<file path="src/rtl/chameleon_pkg.sv">
// Shared constants for the Chameleon USART link.
// Receiver FSM encoding and frame geometry.
package chameleon_pkg;

  localparam logic [1:0] ST_IDLE   = 2'd0;
  localparam logic [1:0] ST_DATA   = 2'd1;
  localparam logic [1:0] ST_STOP   = 2'd2;
  localparam logic [1:0] ST_RESYNC = 2'd3;

  localparam int FRAME_BITS = 8;

endpackage

</file>
<file path="src/rtl/chameleon_sync_fifo.sv">
// Small synchronous circular FIFO.
// A push into a full FIFO succeeds only alongside a pop.
module chameleon_sync_fifo #(
  parameter  int DEPTH = 4,
  parameter  int WIDTH = 8,
  localparam int AW    = $clog2(DEPTH)
) (
  input  logic          clk,
  input  logic          reset,
  input  logic          push_i,
  input  logic [WIDTH-1:0] data_i,
  input  logic          pop_i,
  output logic [WIDTH-1:0] data_o,
  output logic          full_o,
  output logic          empty_o,
  output logic [AW:0]   count_next_o
);

  localparam logic [AW:0] FULL_CNT = (AW+1)'(DEPTH);

  logic [WIDTH-1:0] mem_q [DEPTH];
  logic [AW-1:0]    rd_q, wr_q;
  logic [AW:0]      count_q, count_d;
  logic             pop_ok, push_ok;

  assign empty_o = (count_q == '0);
  assign full_o  = (count_q == FULL_CNT);
  assign pop_ok  = pop_i & ~empty_o;
  assign push_ok = push_i & (~full_o | pop_ok);
  assign data_o  = mem_q[rd_q];
  assign count_next_o = count_d;

  // Occupancy after this cycle's accepted push/pop.
  always_comb begin
    count_d = count_q;
    if (push_ok & ~pop_ok)
      count_d = count_q + 1'b1;
    else if (pop_ok & ~push_ok)
      count_d = count_q - 1'b1;
  end

  // Storage, pointers and count.
  always_ff @(posedge clk) begin
    if (reset) begin
      for (int i = 0; i < DEPTH; i++)
        mem_q[i] <= '0;
      rd_q    <= '0;
      wr_q    <= '0;
      count_q <= '0;
    end else begin
      if (push_ok) begin
        mem_q[wr_q] <= data_i;
        wr_q        <= wr_q + 1'b1;
      end
      if (pop_ok)
        rd_q <= rd_q + 1'b1;
      count_q <= count_d;
    end
  end

endmodule

</file>
<file path="src/rtl/chameleon_usart_rx.sv">
// Synchronous 8N1 USART receiver from the microcontroller.
// Deframes on serial_clk rising edges into a FIFO with CTS.
module chameleon_usart_rx
  import chameleon_pkg::*;
#(
  parameter  int FIFO_DEPTH     = 4,
  parameter  int CTS_MARGIN     = 1,
  parameter  int TIMEOUT_CYCLES = 65535,
  localparam int AW             = $clog2(FIFO_DEPTH)
) (
  input  logic       clk,
  input  logic       reset,
  input  logic       serial_clk,
  input  logic       serial_rxd,
  output logic       serial_cts_n,
  output logic [7:0] rx_data,
  output logic       rx_valid,
  input  logic       rx_ready,
  output logic       frame_err,
  output logic       overrun,
  output logic       timeout
);

  localparam logic [15:0] TMO_LIM  = 16'(TIMEOUT_CYCLES);
  localparam logic [AW:0] CTS_LVL  =
    (AW+1)'(FIFO_DEPTH - CTS_MARGIN);
  localparam logic [2:0]  LAST_BIT = 3'(FRAME_BITS - 1);

  logic s1_clk_q, s2_clk_q, prev_clk_q;
  logic s1_rxd_q, s2_rxd_q;
  logic sedge, sbit;

  logic [1:0]  state_q, state_d;
  logic [2:0]  bitcnt_q, bitcnt_d;
  logic [7:0]  shift_q, shift_d;
  logic [15:0] tmo_q, tmo_d;
  logic        push, fe_d, to_d, ov_d;
  logic        counting;

  logic        full, empty, pop;
  logic [AW:0] count_next;
  logic        cts_q, fe_q, ov_q, to_q;

  assign sedge = s2_clk_q & ~prev_clk_q;
  assign sbit  = s2_rxd_q;

  // Two-flop synchronisers; idle-high reset avoids a false edge.
  always_ff @(posedge clk) begin
    if (reset) begin
      s1_clk_q   <= 1'b1;
      s2_clk_q   <= 1'b1;
      prev_clk_q <= 1'b1;
      s1_rxd_q   <= 1'b1;
      s2_rxd_q   <= 1'b1;
    end else begin
      s1_clk_q   <= serial_clk;
      s2_clk_q   <= s1_clk_q;
      prev_clk_q <= s2_clk_q;
      s1_rxd_q   <= serial_rxd;
      s2_rxd_q   <= s1_rxd_q;
    end
  end

  assign counting = (state_q == ST_DATA) |
                    (state_q == ST_STOP);

  // Deframing FSM with saturating inter-edge timeout.
  always_comb begin
    state_d  = state_q;
    bitcnt_d = bitcnt_q;
    shift_d  = shift_q;
    tmo_d    = tmo_q;
    push     = 1'b0;
    fe_d     = 1'b0;
    to_d     = 1'b0;
    if (sedge)
      tmo_d = '0;
    else if (counting && tmo_q != 16'hFFFF)
      tmo_d = tmo_q + 16'd1;
    if (sedge) begin
      unique case (state_q)
        ST_IDLE: begin
          if (!sbit) begin
            state_d  = ST_DATA;
            bitcnt_d = '0;
          end
        end
        ST_DATA: begin
          shift_d  = {sbit, shift_q[7:1]};
          bitcnt_d = bitcnt_q + 3'd1;
          if (bitcnt_q == LAST_BIT)
            state_d = ST_STOP;
        end
        ST_STOP: begin
          if (sbit) begin
            push    = 1'b1;
            state_d = ST_IDLE;
          end else begin
            fe_d    = 1'b1;
            state_d = ST_RESYNC;
          end
        end
        ST_RESYNC: begin
          if (sbit)
            state_d = ST_IDLE;
        end
        default: state_d = ST_IDLE;
      endcase
    end else if (counting &&
                 tmo_q >= TMO_LIM - 16'd1) begin
      to_d    = 1'b1;
      state_d = ST_IDLE;
    end
  end

  assign pop  = rx_ready & rx_valid;
  assign ov_d = push & full & ~pop;

  // FSM state, status pulses and registered flow control.
  always_ff @(posedge clk) begin
    if (reset) begin
      state_q  <= ST_IDLE;
      bitcnt_q <= '0;
      shift_q  <= '0;
      tmo_q    <= '0;
      fe_q     <= 1'b0;
      ov_q     <= 1'b0;
      to_q     <= 1'b0;
      cts_q    <= 1'b1;
    end else begin
      state_q  <= state_d;
      bitcnt_q <= bitcnt_d;
      shift_q  <= shift_d;
      tmo_q    <= tmo_d;
      fe_q     <= fe_d;
      ov_q     <= ov_d;
      to_q     <= to_d;
      cts_q    <= (count_next >= CTS_LVL);
    end
  end

  chameleon_sync_fifo #(
    .DEPTH (FIFO_DEPTH),
    .WIDTH (8)
  ) u_fifo (
    .clk          (clk),
    .reset        (reset),
    .push_i       (push),
    .data_i       (shift_q),
    .pop_i        (pop),
    .data_o       (rx_data),
    .full_o       (full),
    .empty_o      (empty),
    .count_next_o (count_next)
  );

  assign rx_valid     = ~empty;
  assign serial_cts_n = cts_q;
  assign frame_err    = fe_q;
  assign overrun      = ov_q;
  assign timeout      = to_q;

endmodule

</file>
<file path="config.mk">
export PLATFORM = sky130hd
export DESIGN_NAME = chameleon_usart_rx
export DESIGN_NICKNAME = d
export VERILOG_FILES = /design/src/rtl/chameleon_pkg.sv /design/src/rtl/chameleon_sync_fifo.sv /design/src/rtl/chameleon_usart_rx.sv
export SDC_FILE = /design/constraint.sdc
export NUM_CORES = 1
export LEC_CHECK = 0
export CAP_MARGIN = 30
export CORE_MARGIN = 2
export CORE_UTILIZATION = 59
export DETAILED_ROUTE_END_ITERATION = 6
export PLACE_DENSITY_LB_ADDON = 0.25
export SETUP_SLACK_MARGIN = 0.05
export SYNTH_ARGS = -nofsm -noshare
export SYNTH_HDL_FRONTEND = slang
export SYNTH_SLANG_ARGS = --single-unit
</file>
<file path="constraint.sdc">
create_clock -name clk -period 5.8 [get_ports clk]
set_input_delay 1.45 -clock clk [delete_from_list [all_inputs] [get_ports clk]]
set_output_delay 1.45 -clock clk [all_outputs]
set_load 0.005 [all_outputs]
</file>
======== Word level (Yosys, flattened, before mapping) ========
Memories as Yosys holds them, arrays and structs flattened. A register that Yosys moved wholly into a read port is not among the register bits.
Index checks and enable logic that the tools add are counted.
storage, ports and cells
  register bits after elaboration ......... 45
  RAM bits ................................ 32
  input bits .............................. 5
  output and inout bits ................... 13
  word-level logic and storage cells ...... 91
  memories ................................ 1
cells by class
  add/sub/neg operators ................... 6
  magnitude comparators ................... 2
  eq/ne operators ......................... 10
  mux-type cells .......................... 26
  bitwise gates (word level) .............. 18
  reduce and logical (&&, ||, !) cells .... 12
memory list
  name          words  width  rd ports  clocked after memory_dff  write ports  line                       source
  u_fifo.mem_q  4      8      1         1                         4            chameleon_sync_fifo.sv:21  logic [WIDTH-1:0] mem_q [DEPTH];
operators by type and width
  kind                                                                                 number
  2-bit two-way mux                                                                    9
  16-bit by 1-bit adder with 16-bit output, second input constant                      1
  16-bit greater-or-equal comparator, second input constant                            1
  16-bit inequality test, second input constant                                        1
  1-bit two-way mux                                                                    11
  3-bit two-way mux                                                                    3
  1-bit AND                                                                            8
  8-bit two-way mux                                                                    1
  1-bit NOT                                                                            8
  2-bit one-hot mux with 4 select lines                                                1
  8-bit OR reduction                                                                   1
  3-bit by 1-bit adder with 3-bit output, second input constant                        2
  3-bit equality test, second input constant                                           2
  3-bit inequality test, second input constant                                         2
  3-bit one-hot mux with 2 select lines                                                1
  2-bit by 1-bit adder with 2-bit output, second input constant                        2
  2-bit equality test, second input constant                                           2
  4-bit AND reduction                                                                  1
  2-bit nonzero test                                                                   2
  3-bit by 2-bit greater-or-equal comparator with 1-bit output, second input constant  1
  3-bit zero test                                                                      1
  3-bit by 2-bit inequality test with 1-bit output, second input constant              1
  3-bit AND reduction                                                                  1
  3-bit OR reduction                                                                   1
  8 further kinds                                                                      10

======== Logic depth before layout (Yosys ltp) ========
  depth after elaboration ................. 11
  mapped depth ............................ 9
  mapped depth without buffers ............ 6

======== Modules after synthesis ========
From an unflattened synthesis, not the netlist that was laid out.
unflattened totals
  cells, all modules ...................... 349
  area, all modules ....................... 3829.9 um^2
by module, submodules not included
  module               times used  cells each  area an instance (um^2)
  chameleon_sync_fifo  1           149         2038.2
  chameleon_usart_rx   1           200         1791.7

======== Least setup slack after synthesis ========
OpenSTA, ideal clock, no wires.
  path type ............................... input -> register
  start point ............................. input port rx_ready
  end point ............................... memory u_fifo.mem_q[1][0] (enable)
  arrival time ............................ 2.496 ns
  slack ................................... 2.974 ns
  stages on the path ...................... 6
  path buffers ............................ 2
  path through ............................ and3b_1 > nor3_1 > buf_2 > and3b_1 > buf_2 > or2_1
RTL lines
  element          line                       source
  start, declared  chameleon_usart_rx.sv:18   input logic rx_ready,
  end, declared    chameleon_sync_fifo.sv:21

==> results.txt <==
The flow ran to the end, and the final reports show no timing, DRC or antenna violations. Cells fill 66.34% of the core in the end. The average routed wire per standard cell was 15.27 um.

Critical path launch point type: an input pin. Setup repair after global routing left no endpoint under its margin. The synthesized design contains 32 enable-type register cells.

The synthesized design devotes to its leading area cell type 25.57% of total area. The part of the power in combinational logic was 16.2%; the full die area was 0.007025 mm^2. The data required time of the critical path came out at 5.83 ns. Using the TritonRoute via totals, the vias-per-cell ratio works out to 5.775. The die outline height came out at 83.82 um. Global routing used 20.55% of the available tracks. The mean area per synthesized cell was 10.71 um^2; the internal power was 873.1 uW. Entering global routing, the biggest net connects 42 pins.

The cell taking the most area after synthesis was sky130_fd_sc_hd__edfxtp_1. The final net count was 379; the total setup buffers inserted after CTS was 0. The sequential fraction of design power came out at 52.1%.

Summing the sequential cell areas from Yosys gives 50.60% of the chip area. The tools report the antenna diode count as 0. Sorting the synthesized cells by area gives the leading types as sky130_fd_sc_hd__edfxtp_1, sky130_fd_sc_hd__dfxtp_1, sky130_fd_sc_hd__and2_1.

The total of cells resized after clock tree synthesis was 0; the largest incremental delay on the critical path was 0.75 ns. At the later pin of the worst-skew pair, clock insertion delay measures 0.36 ns. Dividing total power by cell area gives a power density of 292.3 mW/mm^2. The switching portion of total power was 27.85%.

The first global-routing pass estimated 11420 um of wire. Yosys mapped the design onto 55 distinct sky130hd cell types. Setup violations remaining at the end of the flow were counted as 0.

The upper clock frequency limit is 0.2619 GHz, and the width of the chip is 83.82 um. The clock skew after layout was 0.01189 ns. The static leakage power was 0.001519 uW; the final RePlAce weighted congestion was 0.8388. The synthesis-stage register bit count is 79. The count of TritonRoute iterations in the first routing pass is 5. The most used flip-flop cell after synthesis is sky130_fd_sc_hd__dfxtp_1. The CTS root buffer was sky130_fd_sc_hd__clkbuf_8. The deepest clock path buffer count came out at 2. The number of antenna violations at the first check in global routing came out at 0.

The critical path arrival came out at 3.85 ns. The commonest cells after synthesis are sky130_fd_sc_hd__dfxtp_1, sky130_fd_sc_hd__and2_1, sky130_fd_sc_hd__edfxtp_1. TritonCTS built the clock tree. The worst hold path belongs to the class flip-flop to flip-flop. The tools report the number of endpoints with negative hold slack in the final report as 0. Most numerous cell on the critical path: sky130_fd_sc_hd__and3b_1. DRC violation total after the first TritonRoute iteration: 149.

Classification of the worst setup path: input pin to flip-flop. For the core region area, the log shows 0.006241 mm^2. After technology mapping, the gate count stands at 351. The total net switching power is 337.0 uW.

Overall power consumption after layout is estimated at 1210 uW. Compared with the post-synthesis result, the final layout area differs by 10.15%. The initialized floorplan defines 29 standard-cell rows. Counting I/O delays and the setup requirement, the final critical path takes 3.818 ns. For the detailed placement HPWL, the log shows 4787 um.

For this run, asynchronously set or reset flops after synthesis account for 0%. The number of warnings reported in the yosys synthesis log was 0. The clock network power share came out at 31.7%.

The total CTS buffers was 9. The worst voltage drop across the vdd grid was 224.3 uV. The run gives 2564 as the overall via count from detail_route. The pin slew with the least headroom to its limit is 0.8298 ns. Of all nets on the critical path, the largest fanout is 15. The fraction of final layout cells sized beyond drive strength 1 was 11.17%. The slowest stage of the critical path is the sky130_fd_sc_hd__clkdlybuf4s50_1 cell. The logs give 79 for the number of sinks on the clock net and 428 for the cell count after placement. The total count of max-transition violations in the final report was 0; the initial core utilization was 60.22%. The logs give 0 for the count of max-cap constraint violations and 0.003759 mm^2 for the post-synth design cell area. After clock tree synthesis, the clock-pin slew on the worst setup and hold paths is 0.09 ns. The H-tree was split into 3 levels. The via count of the first global-routing pass came out at 2400.

For the final sum of negative setup slack, the log shows 0 ns. The tools report the DRC violation count after routing as 0. The final non-filler cell total is 444, and the total grt overflow is 0. The worst setup path is captured at a flip-flop. The total wirelength of the detailed-routed design is 6782 um, and the post-route clock period utilization is 65.83%.

The number of hold buffers added after CTS was 0. Total of buffers placed on input and output ports: 17. The signal on the critical path passes through clkdlybuf4s50_1, and3b_1, nor3_1, and3b_1, or2_1.

The tools report the post-synthesis net count as 368. Among all cell types in the netlist, the one instantiated most often is sky130_fd_sc_hd__dfxtp_1. 18 I/O pins were placed. The run gives 0 as the number of antenna-violating nets in the routed design. The worst-case headroom to the max-slew limit was 44.25%.
==> critical path, delay by kind of cell <==
kind / cells / cell delay (ns)
and+or+nand+nor: 4 / 1.64
buffers and inverters: 1 / 0.75
==> metal layers <==
metal	share of wire [%]	wire (um)	vias up	GRT usage (%)
met5	0	0	-	0
met4	2.0	139	0	11.14
met3	2.4	160	10	3.264
met2	48	3279	35	33.53
met1	47	3203	1208	26.29
li1	-	-	1311	-
==> stage by stage <==
step           hold WS (ns)  instance area [um^2]  setup slack [ns]
5_1_grt              0.4267                  4140             1.745
3_5_place_dp         0.3946                  3958             1.625
3_3_place_gp         0.3944                  3958             1.707
4_1_cts              0.4141                  4140             2.003
2_1_floorplan        0.3895                  3759             2.974
6_report             0.4123                  4140             1.982
==> power by group through the flow <==
stage               Sequential, uW  Clock, uW  Combinational, uW
floorplan                      625          0                148
detailed placement             644          0                197
global route                   636        410                217
CTS                            631        391                197
finish                         630        384                196
global placement               642          0                194
==> registers in the layout, summed over array words and instances (netlist names), 2 cells and up, named ones only <==
register	count
u_fifo.mem_q	32
tmo_q	16
shift_q	8
bitcnt_q	3
u_fifo.count_q	3
state_q	2
u_fifo.rd_q	2
u_fifo.wr_q	2
==> cells in the final DEF, fill, tap and decap left out, types with 2 or more instances in the layout <==
cell                               n
sky130_fd_sc_hd__xnor2_1           2
sky130_fd_sc_hd__o21ai_0           7
sky130_fd_sc_hd__mux2i_1           5
sky130_fd_sc_hd__clkdlybuf4s50_1  17
sky130_fd_sc_hd__nand2b_1          8
sky130_fd_sc_hd__nand2_1          26
sky130_fd_sc_hd__nand3_1          16
sky130_fd_sc_hd__nor3_1           10
sky130_fd_sc_hd__nand3b_1          2
sky130_fd_sc_hd__or3_1             5
sky130_fd_sc_hd__or2_2             7
sky130_fd_sc_hd__o211ai_1          2
sky130_fd_sc_hd__nand4b_1          2
sky130_fd_sc_hd__edfxtp_1         32
sky130_fd_sc_hd__nor3b_1           2
sky130_fd_sc_hd__inv_6             3
sky130_fd_sc_hd__or4_1             3
sky130_fd_sc_hd__o311ai_0          2
sky130_fd_sc_hd__o31ai_1           4
sky130_fd_sc_hd__ha_1             12
sky130_fd_sc_hd__a21oi_1          26
sky130_fd_sc_hd__and3b_1           3
sky130_fd_sc_hd__nor2_1           16
sky130_fd_sc_hd__inv_1            11
sky130_fd_sc_hd__dfxtp_1          47
sky130_fd_sc_hd__o2111a_1          3
sky130_fd_sc_hd__a32oi_1           2
sky130_fd_sc_hd__and3_1            4
sky130_fd_sc_hd__xor2_1            3
sky130_fd_sc_hd__nand4_1           4
sky130_fd_sc_hd__clkbuf_8          9
sky130_fd_sc_hd__a211oi_1          3
sky130_fd_sc_hd__inv_4             2
sky130_fd_sc_hd__and2_1           33
sky130_fd_sc_hd__o41ai_1           3
sky130_fd_sc_hd__mux4_2            8
==> cell type report <==
cell class / count / area, um^2
Clock buffer: 9 / 123.9
Clock inverter: 7 / 58.81
Fill cell: 506 / 2101
Inverter: 11 / 41.29
Multi-Input combinational cell: 243 / 1740
Sequential cell: 79 / 1902
Tap cell: 77 / 96.34
Timing Repair Buffer: 18 / 177.7
==> path summary, 6_finish.rpt <==
path                            depth (start not counted)  startpoint                  to  slack (ns)
worst max-delay path                                    5    rx_ready  u_fifo.mem_q[1][1]        1.98
worst max register to register                          6  state_q[0]  u_fifo.mem_q[1][1]        2.85
worst min-delay path                                    1    s1_rxd_q            s2_rxd_q        0.41
worst min register to register                          1    s1_rxd_q            s2_rxd_q        0.41
==> cells by family after synthesis <==
family                     Yosys count  synth area share, %
xor gates and xnor gates             5                1.165
AOI/OAI and AO/OA                   60                10.89
DFF                                 79                50.60
and+or+nand+nor                    153                24.13
muxes                               13                6.125
adders and majority gates           12                3.995
buffers and inverters               29                3.096
(Power assumes the default switching activity.)
